--- src/rtl/dmem_arb_pkg.sv ---
`default_nettype none
// +--------------------------------------------------------------------------+
// | dmem_arb_pkg : shared types and default widths for the dmem arbiter       |
// | Revision     : 1.0                                                       |
// +--------------------------------------------------------------------------+
package dmem_arb_pkg;

  typedef enum logic [0:0] {
    ARB    = 1'b0,
    LOCKED = 1'b1
  } arb_state_e;

  localparam int DEF_ADDR_W = 7;
  localparam int DEF_DATA_W = 32;

endpackage
`default_nettype wire

--- src/rtl/dmem_arbiter_if.sv ---
`default_nettype none
// +--------------------------------------------------------------------------+
// | dmem_arbiter_if : requester bus plus memory pins around the arbiter      |
// | Revision        : 1.0                                                    |
// +--------------------------------------------------------------------------+
interface dmem_arbiter_if
  import dmem_arb_pkg::*;
#(
  parameter int NUM_REQ = 2,
  parameter int ADDR_W  = DEF_ADDR_W,
  parameter int DATA_W  = DEF_DATA_W
) ();

  logic [NUM_REQ-1:0]        ReqValid;
  logic [NUM_REQ-1:0]        ReqWrite;
  logic [NUM_REQ-1:0]        ReqLock;
  logic [NUM_REQ*ADDR_W-1:0] ReqAddr;
  logic [NUM_REQ*DATA_W-1:0] ReqWData;
  logic [NUM_REQ-1:0]        ReqReady;
  logic [NUM_REQ-1:0]        RspValid;
  logic [DATA_W-1:0]         RspData;
  logic [ADDR_W-1:0]         MemAddress;
  logic [DATA_W-1:0]         MemWriteData;
  logic                      MemRead;
  logic                      MemWrite;
  logic [DATA_W-1:0]         MemReadData;

  // Requesters and memory together form the environment around the arbiter.
  modport master (
    output ReqValid, ReqWrite, ReqLock, ReqAddr, ReqWData, MemReadData,
    input  ReqReady, RspValid, RspData, MemAddress, MemWriteData, MemRead, MemWrite
  );

  modport slave (
    input  ReqValid, ReqWrite, ReqLock, ReqAddr, ReqWData, MemReadData,
    output ReqReady, RspValid, RspData, MemAddress, MemWriteData, MemRead, MemWrite
  );

endinterface
`default_nettype wire

--- src/rtl/rr_priority_pick.sv ---
`default_nettype none
// +--------------------------------------------------------------------------+
// | rr_priority_pick : first requester at or after prio, wrapping around      |
// | Revision         : 1.0                                                   |
// +--------------------------------------------------------------------------+
module rr_priority_pick #(
  parameter int NUM_REQ = 2,
  parameter int IDX_W   = 1
) (
  input  wire logic [NUM_REQ-1:0] req,
  input  wire logic [IDX_W-1:0]   prio,
  output logic      [NUM_REQ-1:0] grant,
  output logic      [IDX_W-1:0]   idx,
  output logic                    any
);

  always_comb begin
    logic [IDX_W-1:0] cand;
    grant = '0;
    idx   = '0;
    any   = 1'b0;
    cand  = '0;
    for (int off = 0; off < NUM_REQ; off++) begin
      cand = IDX_W'((int'(prio) + off) % NUM_REQ);
      if (!any && req[cand]) begin
        any         = 1'b1;
        grant[cand] = 1'b1;
        idx         = cand;
      end
    end
  end

endmodule
`default_nettype wire

--- src/rtl/dmem_arbiter.sv ---
`default_nettype none
// +--------------------------------------------------------------------------+
// | dmem_arbiter : round-robin single-port data memory arbiter with lock     |
// | Revision     : 1.0                                                       |
// +--------------------------------------------------------------------------+
module dmem_arbiter
  import dmem_arb_pkg::*;
#(
  parameter int NUM_REQ  = 2,
  parameter int ADDR_W   = DEF_ADDR_W,
  parameter int DATA_W   = DEF_DATA_W,
  parameter int LOCK_MAX = 4
) (
  input wire logic      Clk,
  input wire logic      Rst_n,
  dmem_arbiter_if.slave bus
);

  localparam int IDX_W = (NUM_REQ > 1) ? $clog2(NUM_REQ) : 1;
  localparam int CNT_W = $clog2(LOCK_MAX) + 1;

  arb_state_e         state_q, state_d;
  logic [IDX_W-1:0]   prio_q, prio_d;
  logic [IDX_W-1:0]   lock_owner_q, lock_owner_d;
  logic [CNT_W-1:0]   lock_cnt_q, lock_cnt_d;
  logic [NUM_REQ-1:0] rsp_valid_q, rsp_valid_d;

  logic [NUM_REQ-1:0] rr_grant, grant;
  logic [IDX_W-1:0]   rr_idx, gnt_idx;
  logic               rr_any, gnt_any;

  rr_priority_pick #(
    .NUM_REQ(NUM_REQ),
    .IDX_W  (IDX_W)
  ) u_pick (
    .req  (bus.ReqValid),
    .prio (prio_q),
    .grant(rr_grant),
    .idx  (rr_idx),
    .any  (rr_any)
  );

  // Grant is gated by Rst_n directly so nothing reaches memory during reset.
  always_comb begin
    grant   = '0;
    gnt_idx = '0;
    gnt_any = 1'b0;
    if (Rst_n) begin
      if (state_q == LOCKED) begin
        if (bus.ReqValid[lock_owner_q]) begin
          grant[lock_owner_q] = 1'b1;
          gnt_idx             = lock_owner_q;
          gnt_any             = 1'b1;
        end
      end else begin
        grant   = rr_grant;
        gnt_idx = rr_idx;
        gnt_any = rr_any;
      end
    end
  end

  always_comb begin
    bus.MemAddress   = '0;
    bus.MemWriteData = '0;
    bus.MemRead      = 1'b0;
    bus.MemWrite     = 1'b0;
    if (gnt_any) begin
      bus.MemAddress   = bus.ReqAddr[int'(gnt_idx)*ADDR_W +: ADDR_W];
      bus.MemWriteData = bus.ReqWData[int'(gnt_idx)*DATA_W +: DATA_W];
      bus.MemWrite     = bus.ReqWrite[gnt_idx];
      bus.MemRead      = !bus.ReqWrite[gnt_idx];
    end
  end

  assign bus.ReqReady = grant;
  assign bus.RspValid = rsp_valid_q;
  assign bus.RspData  = (|rsp_valid_q) ? bus.MemReadData : '0;

  always_comb begin
    state_d      = state_q;
    prio_d       = prio_q;
    lock_owner_d = lock_owner_q;
    lock_cnt_d   = lock_cnt_q;
    rsp_valid_d  = '0;
    if (gnt_any) begin
      prio_d = (gnt_idx == IDX_W'(NUM_REQ - 1)) ? '0 : gnt_idx + IDX_W'(1);
      if (!bus.ReqWrite[gnt_idx]) rsp_valid_d[gnt_idx] = 1'b1;
      if (state_q == ARB) begin
        if (bus.ReqLock[gnt_idx] && (LOCK_MAX > 1)) begin
          state_d      = LOCKED;
          lock_owner_d = gnt_idx;
          lock_cnt_d   = CNT_W'(1);
        end
      end else if (bus.ReqLock[gnt_idx] && (int'(lock_cnt_q) + 1 < LOCK_MAX)) begin
        lock_cnt_d = lock_cnt_q + CNT_W'(1);
      end else begin
        // Final access of the burst still goes through; only the hold ends.
        state_d    = ARB;
        lock_cnt_d = '0;
      end
    end else if (state_q == LOCKED) begin
      state_d    = ARB;
      lock_cnt_d = '0;
    end
  end

  always_ff @(posedge Clk or negedge Rst_n) begin
    if (!Rst_n) begin
      state_q      <= ARB;
      prio_q       <= '0;
      lock_owner_q <= '0;
      lock_cnt_q   <= '0;
      rsp_valid_q  <= '0;
    end else begin
      state_q      <= state_d;
      prio_q       <= prio_d;
      lock_owner_q <= lock_owner_d;
      lock_cnt_q   <= lock_cnt_d;
      rsp_valid_q  <= rsp_valid_d;
    end
  end

endmodule
`default_nettype wire

--- src/flat_wrapper.sv ---
// flat-port wrapper written by rule: the top's interface ports become plain ports
module dmem_arbiter_flat import dmem_arb_pkg::*;
#(
  parameter int NUM_REQ  = 2,
  parameter int ADDR_W   = DEF_ADDR_W,
  parameter int DATA_W   = DEF_DATA_W,
  parameter int LOCK_MAX = 4
)
  (Clk, Rst_n, bus_ReqValid, bus_ReqWrite, bus_ReqLock, bus_ReqAddr, bus_ReqWData, bus_MemReadData, bus_ReqReady, bus_RspValid, bus_RspData, bus_MemAddress, bus_MemWriteData, bus_MemRead, bus_MemWrite);
  dmem_arbiter_if #(.NUM_REQ(NUM_REQ), .ADDR_W(ADDR_W), .DATA_W(DATA_W)) bus_i ();
  input wire logic Clk;
  input wire logic Rst_n;
  input wire logic [$bits(bus_i.ReqValid)-1:0] bus_ReqValid;
  input wire logic [$bits(bus_i.ReqWrite)-1:0] bus_ReqWrite;
  input wire logic [$bits(bus_i.ReqLock)-1:0] bus_ReqLock;
  input wire logic [$bits(bus_i.ReqAddr)-1:0] bus_ReqAddr;
  input wire logic [$bits(bus_i.ReqWData)-1:0] bus_ReqWData;
  input wire logic [$bits(bus_i.MemReadData)-1:0] bus_MemReadData;
  output wire logic [$bits(bus_i.ReqReady)-1:0] bus_ReqReady;
  output wire logic [$bits(bus_i.RspValid)-1:0] bus_RspValid;
  output wire logic [$bits(bus_i.RspData)-1:0] bus_RspData;
  output wire logic [$bits(bus_i.MemAddress)-1:0] bus_MemAddress;
  output wire logic [$bits(bus_i.MemWriteData)-1:0] bus_MemWriteData;
  output wire logic [$bits(bus_i.MemRead)-1:0] bus_MemRead;
  output wire logic [$bits(bus_i.MemWrite)-1:0] bus_MemWrite;
  assign bus_i.ReqValid = bus_ReqValid;
  assign bus_i.ReqWrite = bus_ReqWrite;
  assign bus_i.ReqLock = bus_ReqLock;
  assign bus_i.ReqAddr = bus_ReqAddr;
  assign bus_i.ReqWData = bus_ReqWData;
  assign bus_i.MemReadData = bus_MemReadData;
  assign bus_ReqReady = bus_i.ReqReady;
  assign bus_RspValid = bus_i.RspValid;
  assign bus_RspData = bus_i.RspData;
  assign bus_MemAddress = bus_i.MemAddress;
  assign bus_MemWriteData = bus_i.MemWriteData;
  assign bus_MemRead = bus_i.MemRead;
  assign bus_MemWrite = bus_i.MemWrite;
  dmem_arbiter #(.NUM_REQ(NUM_REQ), .ADDR_W(ADDR_W), .DATA_W(DATA_W), .LOCK_MAX(LOCK_MAX)) u_core (.Clk(Clk), .Rst_n(Rst_n), .bus(bus_i));
endmodule
--- config.mk ---
export PLATFORM = sky130hd
export DESIGN_NAME = dmem_arbiter_flat
export DESIGN_NICKNAME = d
export VERILOG_FILES = /design/src/rtl/dmem_arb_pkg.sv /design/src/rtl/dmem_arbiter_if.sv /design/src/rtl/rr_priority_pick.sv /design/src/rtl/dmem_arbiter.sv /design/src/flat_wrapper.sv
export SDC_FILE = /design/constraint.sdc
export NUM_CORES = 1
export LEC_CHECK = 0
export CAP_MARGIN = 40
export CELL_PAD_IN_SITES_DETAIL_PLACEMENT = 1
export CELL_PAD_IN_SITES_GLOBAL_PLACEMENT = 2
export CORE_MARGIN = 5
export CORE_UTILIZATION = 10
export CTS_BUF_LIST = sky130_fd_sc_hd__clkbuf_16
export CTS_CLUSTER_DIAMETER = 100
export DETAILED_ROUTE_END_ITERATION = 7
export PLACE_DENSITY = 0.95
export SYNTH_ARGS = -nofsm -noshare
export SYNTH_HDL_FRONTEND = slang
export SYNTH_SLANG_ARGS = --single-unit
--- constraint.sdc ---
create_clock -name Clk -period 4 [get_ports Clk]
set_input_delay 0.8 -clock Clk [delete_from_list [all_inputs] [get_ports Clk]]
set_output_delay 0.8 -clock Clk [all_outputs]
set_load 0.02 [all_outputs]
==> out/qor.csv <==
stage,metric,value,unit
outcome,result of the run,"complete, no violations",
yosys,fraction of synthesized area in multiplexers,1.64,%
sta,top achievable clock speed,256,MHz
sta,worst hold-check slack,0.515,ns
cells_and_area,Area Overhead vs Synth,178,%
pwr,PD cells,199,mW/mm^2
critical_path,Critical Path Fanout Max,43,
sta,accumulated negative setup slack,0,ns
yosys,synthesized area,0.00122,sq mm
worst_hold_path,cell depth of the worst hold path,1,
route,Avg WL per Cell,14.9,um
clock_network,number of CTS-inserted buffers,3,
yosys,area share of the leading cell type in the synthesized netlist,25.5,%
yosys,Yosys warning total,0,
place,Port Buffer Count,194,
critical_path,"Req. time, crit path",3.20,ns
pwr,maximum VDD drop,93.3,uV
route,total vias in the final route,2172,
route,wire length after detailed routing,8110,um
critical_path,start-to-end type of the worst setup path,in2out,
clock_network,clock tree from TritonCTS,yes,
place,placed inst area,0.00331,sq mm
sta,max-slew violation total from the final report,0,
route,post-detailed-route via-to-cell ratio,3.99,
sta,worst slew pin tran,0.378,ns
clock_network,CTS Buffer Depth,2,
global_routing,number of global-route vias before repair,2342,
cells_and_area,Final nets,518,
cells_and_area,Final Cell Area,0.00340,sq mm
clock_network,root buffer selected by CTS,sky130_fd_sc_hd__clkbuf_16,
floorplanning,count of boundary I/O pins,195,
global_routing,first-pass GRT wire length,12100,um
global_routing,largest net degree at the start of global routing,44,
yosys,post-synth net total,330,
floorplanning,FP Rows,40,
yosys,post-synthesis average cell area,5.80,sq um
clock_network,Clock Pin Slew Worst Setup and Hold Paths,0.04,ns
floorplanning,DIE HEIGHT,121,um
worst_hold_path,class of the worst hold path,reg2reg,
critical_path,Worst setup EP type,primary output,
yosys,number of synthesized register bits,8,
yosys,fraction of the mapped netlist area in compound gates,23.7,%
cells_and_area,proportion of layout cells with a drive suffix above 1,4.03,%
pwr,Leakage Power,1.31,nW
clock_network,worst skew pair latency,0.23,ns
global_routing,total routing usage reported by global routing,10.2,%
run,max-cap viol count,0,
place,routability congestion estimate,0.742,
critical_path,endpoint arrival time on the critical path,3.11,ns
place,DPL Wire Length,6830,um
clock_network,htree depth,1,
critical_path,RR Startpoint,u_core.state_q,
floorplanning,Die Footprint,0.0145,sq mm
worst_hold_path,Hold Crit Start,u_core.prio_q,
yosys,number of distinct library cells after synthesis,26,
yosys,cell type contributing the most total cell area after synthesis,sky130_fd_sc_hd__nand2_1,
floorplanning,Die Wd,121,um
global_routing,antenna violations before repair,0,
route,remaining number of nets flagged by the antenna check after routing,0,
yosys,synthesized-area fraction occupied by xor and xnor cells,0.716,%
route,violation count after the first detailed-route iteration,22,
sta,time the final worst path needs with I/O delays and setup,3.91,ns
critical_path,cell count of the worst reg-to-reg path,5,
yosys,"share of synthesized cell area in full adder, half adder and majority cells",1.02,%
sta,fraction of the cycle the final worst path needs,97.7,%
route,count of unresolved DRC violations after routing,0,
sta,skew final,0.00127,ns
critical_path,Setup crit start kind,input port,
global_routing,GR Overflow Total,0,
yosys,largest family of logic cells by synthesized area,simple AND/OR/NAND/NOR gates,
cells_and_area,antenna fix cells,0,
yosys,ranking of synthesized cells by area,"sky130_fd_sc_hd__nand2_1 (25%), sky130_fd_sc_hd__a21oi_1 (18%), sky130_fd_sc_hd__nor2b_1 (17%)",
critical_path,Worst setup startpoint,bus_ReqValid[0],
yosys,part of the Yosys area used for sequential elements,16.4,%
sta,hold violation count in the final report,0,
clock_network,sinks on the clock net,8,
floorplanning,Starting Density,10.2,%
sta,Max transition margin,74.9,%
sta,setup violation total in the final timing report,0,
yosys,area share of and/or/nand/nor cells after synthesis,47.3,%
floorplanning,Core Footprint,0.0120,sq mm
clock_network,post-CTS setup-driven buffer insertion count,0,
yosys,cell count after synthesis,211,
route,Initial DRT Pass Iterations,4,
==> routing by layer <==
| metal | vias up | track usage, % | wire (um) |
|---|---|---|---|
| met5 | - | 0 | 0 |
| met4 | 0 | 1.70 | 38 |
| met3 | 4 | 3.18 | 814 |
| met2 | 133 | 20.5 | 4310 |
| met1 | 981 | 10.3 | 2950 |
| li1 | 1054 | - | - |
==> worst max-delay path: stages <==
cell and delay (ns):
sky130_fd_sc_hd__clkdlybuf4s50_1 0.43, sky130_fd_sc_hd__nor3b_2 0.18, sky130_fd_sc_hd__or3_2 0.58, sky130_fd_sc_hd__clkinv_8 0.20
sky130_fd_sc_hd__nand2_1 0.09, sky130_fd_sc_hd__a21oi_1 0.17, sky130_fd_sc_hd__clkdlybuf4s50_1 0.64
==> cell usage in the layout (no fill, tap or decap), types with 2 or more instances in the layout <==
cell	n
sky130_fd_sc_hd__clkdlybuf4s50_1	192
sky130_fd_sc_hd__nand2_1	83
sky130_fd_sc_hd__a21oi_1	43
sky130_fd_sc_hd__nor2b_1	33
sky130_fd_sc_hd__dfrtp_1	8
sky130_fd_sc_hd__buf_4	6
sky130_fd_sc_hd__nor2_1	4
sky130_fd_sc_hd__clkbuf_16	3
sky130_fd_sc_hd__mux2i_1	2
sky130_fd_sc_hd__o21ai_0	2
sky130_fd_sc_hd__a21o_1	2
==> where the power goes <==
| part | internal [mW] | total, mW | leakage (nW) | switching [mW] |
|---|---|---|---|---|
| clock | 0.129 | 0.167 | 0.0370 | 0.0381 |
| combinational | 0.227 | 0.411 | 1.16 | 0.183 |
| sequential | 0.0900 | 0.0990 | 0.104 | 0.00905 |
==> metrics by stage <==
| stage | util (%) | instances | setup slack (ns) | total power [mW] |
|---|---|---|---|---|
| CTS | 28.2 | 544 | 0.0919 | 0.687 |
| detailed placement | 27.5 | 541 | 0.0331 | 0.513 |
| finish | 28.3 | 544 | 0.0926 | 0.677 |
| global route | 28.3 | 544 | -0.000649 | 0.716 |
| global placement | 27.5 | 541 | 0.0871 | 0.502 |
| floorplan | - | 211 | 1.13 | 0.269 |
==> worst paths after layout <==
| path | end | slack [ns] |
|---|---|---|
| min | u_core.prio_q | 0.52 |
| max reg2reg | u_core.prio_q | 2.26 |
| min reg2reg | u_core.prio_q | 0.52 |
| max in group asynchronous | u_core.state_q | 2.95 |
| min in group asynchronous | u_core.prio_q | 0.92 |
| max | bus_MemWriteData[22] | 0.09 |
==> sequential cells by signal (all words and copies together), names as in the netlist <==
register and flops:
u_core.lock_owner_q 1, u_core.state_q 1, u_core.bus.RspValid 2, u_core.lock_cnt_q 3
u_core.prio_q 1
==> cell families after synthesis <==
| logic type | Yosys count |
|---|---|
| multiplexers | 2 |
| AO/OA/AOI/OAI | 53 |
| AND/OR/NAND/NOR | 127 |
| XOR/XNOR | 1 |
| flip-flops | 8 |
| adder cells (fa/ha/maj) | 1 |
| buffers and inverters | 19 |
==> what timing repair did <==
action,in CTS,in global routing
hold buffers,0,0
endpoints found under the setup margin,1,13
gates resized for setup,1,2
==> synth_stat cells <==
master	n
sky130_fd_sc_hd__o31a_1	1
sky130_fd_sc_hd__o31ai_1	1
sky130_fd_sc_hd__a21oi_1	43
sky130_fd_sc_hd__or2_1	1
sky130_fd_sc_hd__nor3b_1	2
sky130_fd_sc_hd__o211ai_1	1
sky130_fd_sc_hd__clkinv_4	1
sky130_fd_sc_hd__or4b_1	1
sky130_fd_sc_hd__a21o_1	2
sky130_fd_sc_hd__nor3_1	1
sky130_fd_sc_hd__ha_1	1
sky130_fd_sc_hd__buf_6	4
sky130_fd_sc_hd__a21bo_2	1
sky130_fd_sc_hd__nand2_1	83
sky130_fd_sc_hd__buf_2	5
sky130_fd_sc_hd__nor2_1	5
sky130_fd_sc_hd__o21a_1	1
sky130_fd_sc_hd__or3_1	1
sky130_fd_sc_hd__xor2_1	1
sky130_fd_sc_hd__a21oi_2	1
sky130_fd_sc_hd__dfrtp_1	8
sky130_fd_sc_hd__o21ai_0	2
sky130_fd_sc_hd__clkbuf_1	8
sky130_fd_sc_hd__mux2i_1	2
sky130_fd_sc_hd__nor2b_1	33
sky130_fd_sc_hd__inv_1	1
==> area by class of cell <==
cell class	instances	area, sq um
Fill cell	1456	8610
Inverter	2	20.0
Sequential cell	8	200
Tap cell	147	184
Multi-Input combinational cell	184	920
Timing Repair Buffer	200	2000
Clock buffer	3	75.1
No activity file was read; power rests on OpenSTA's default activity.
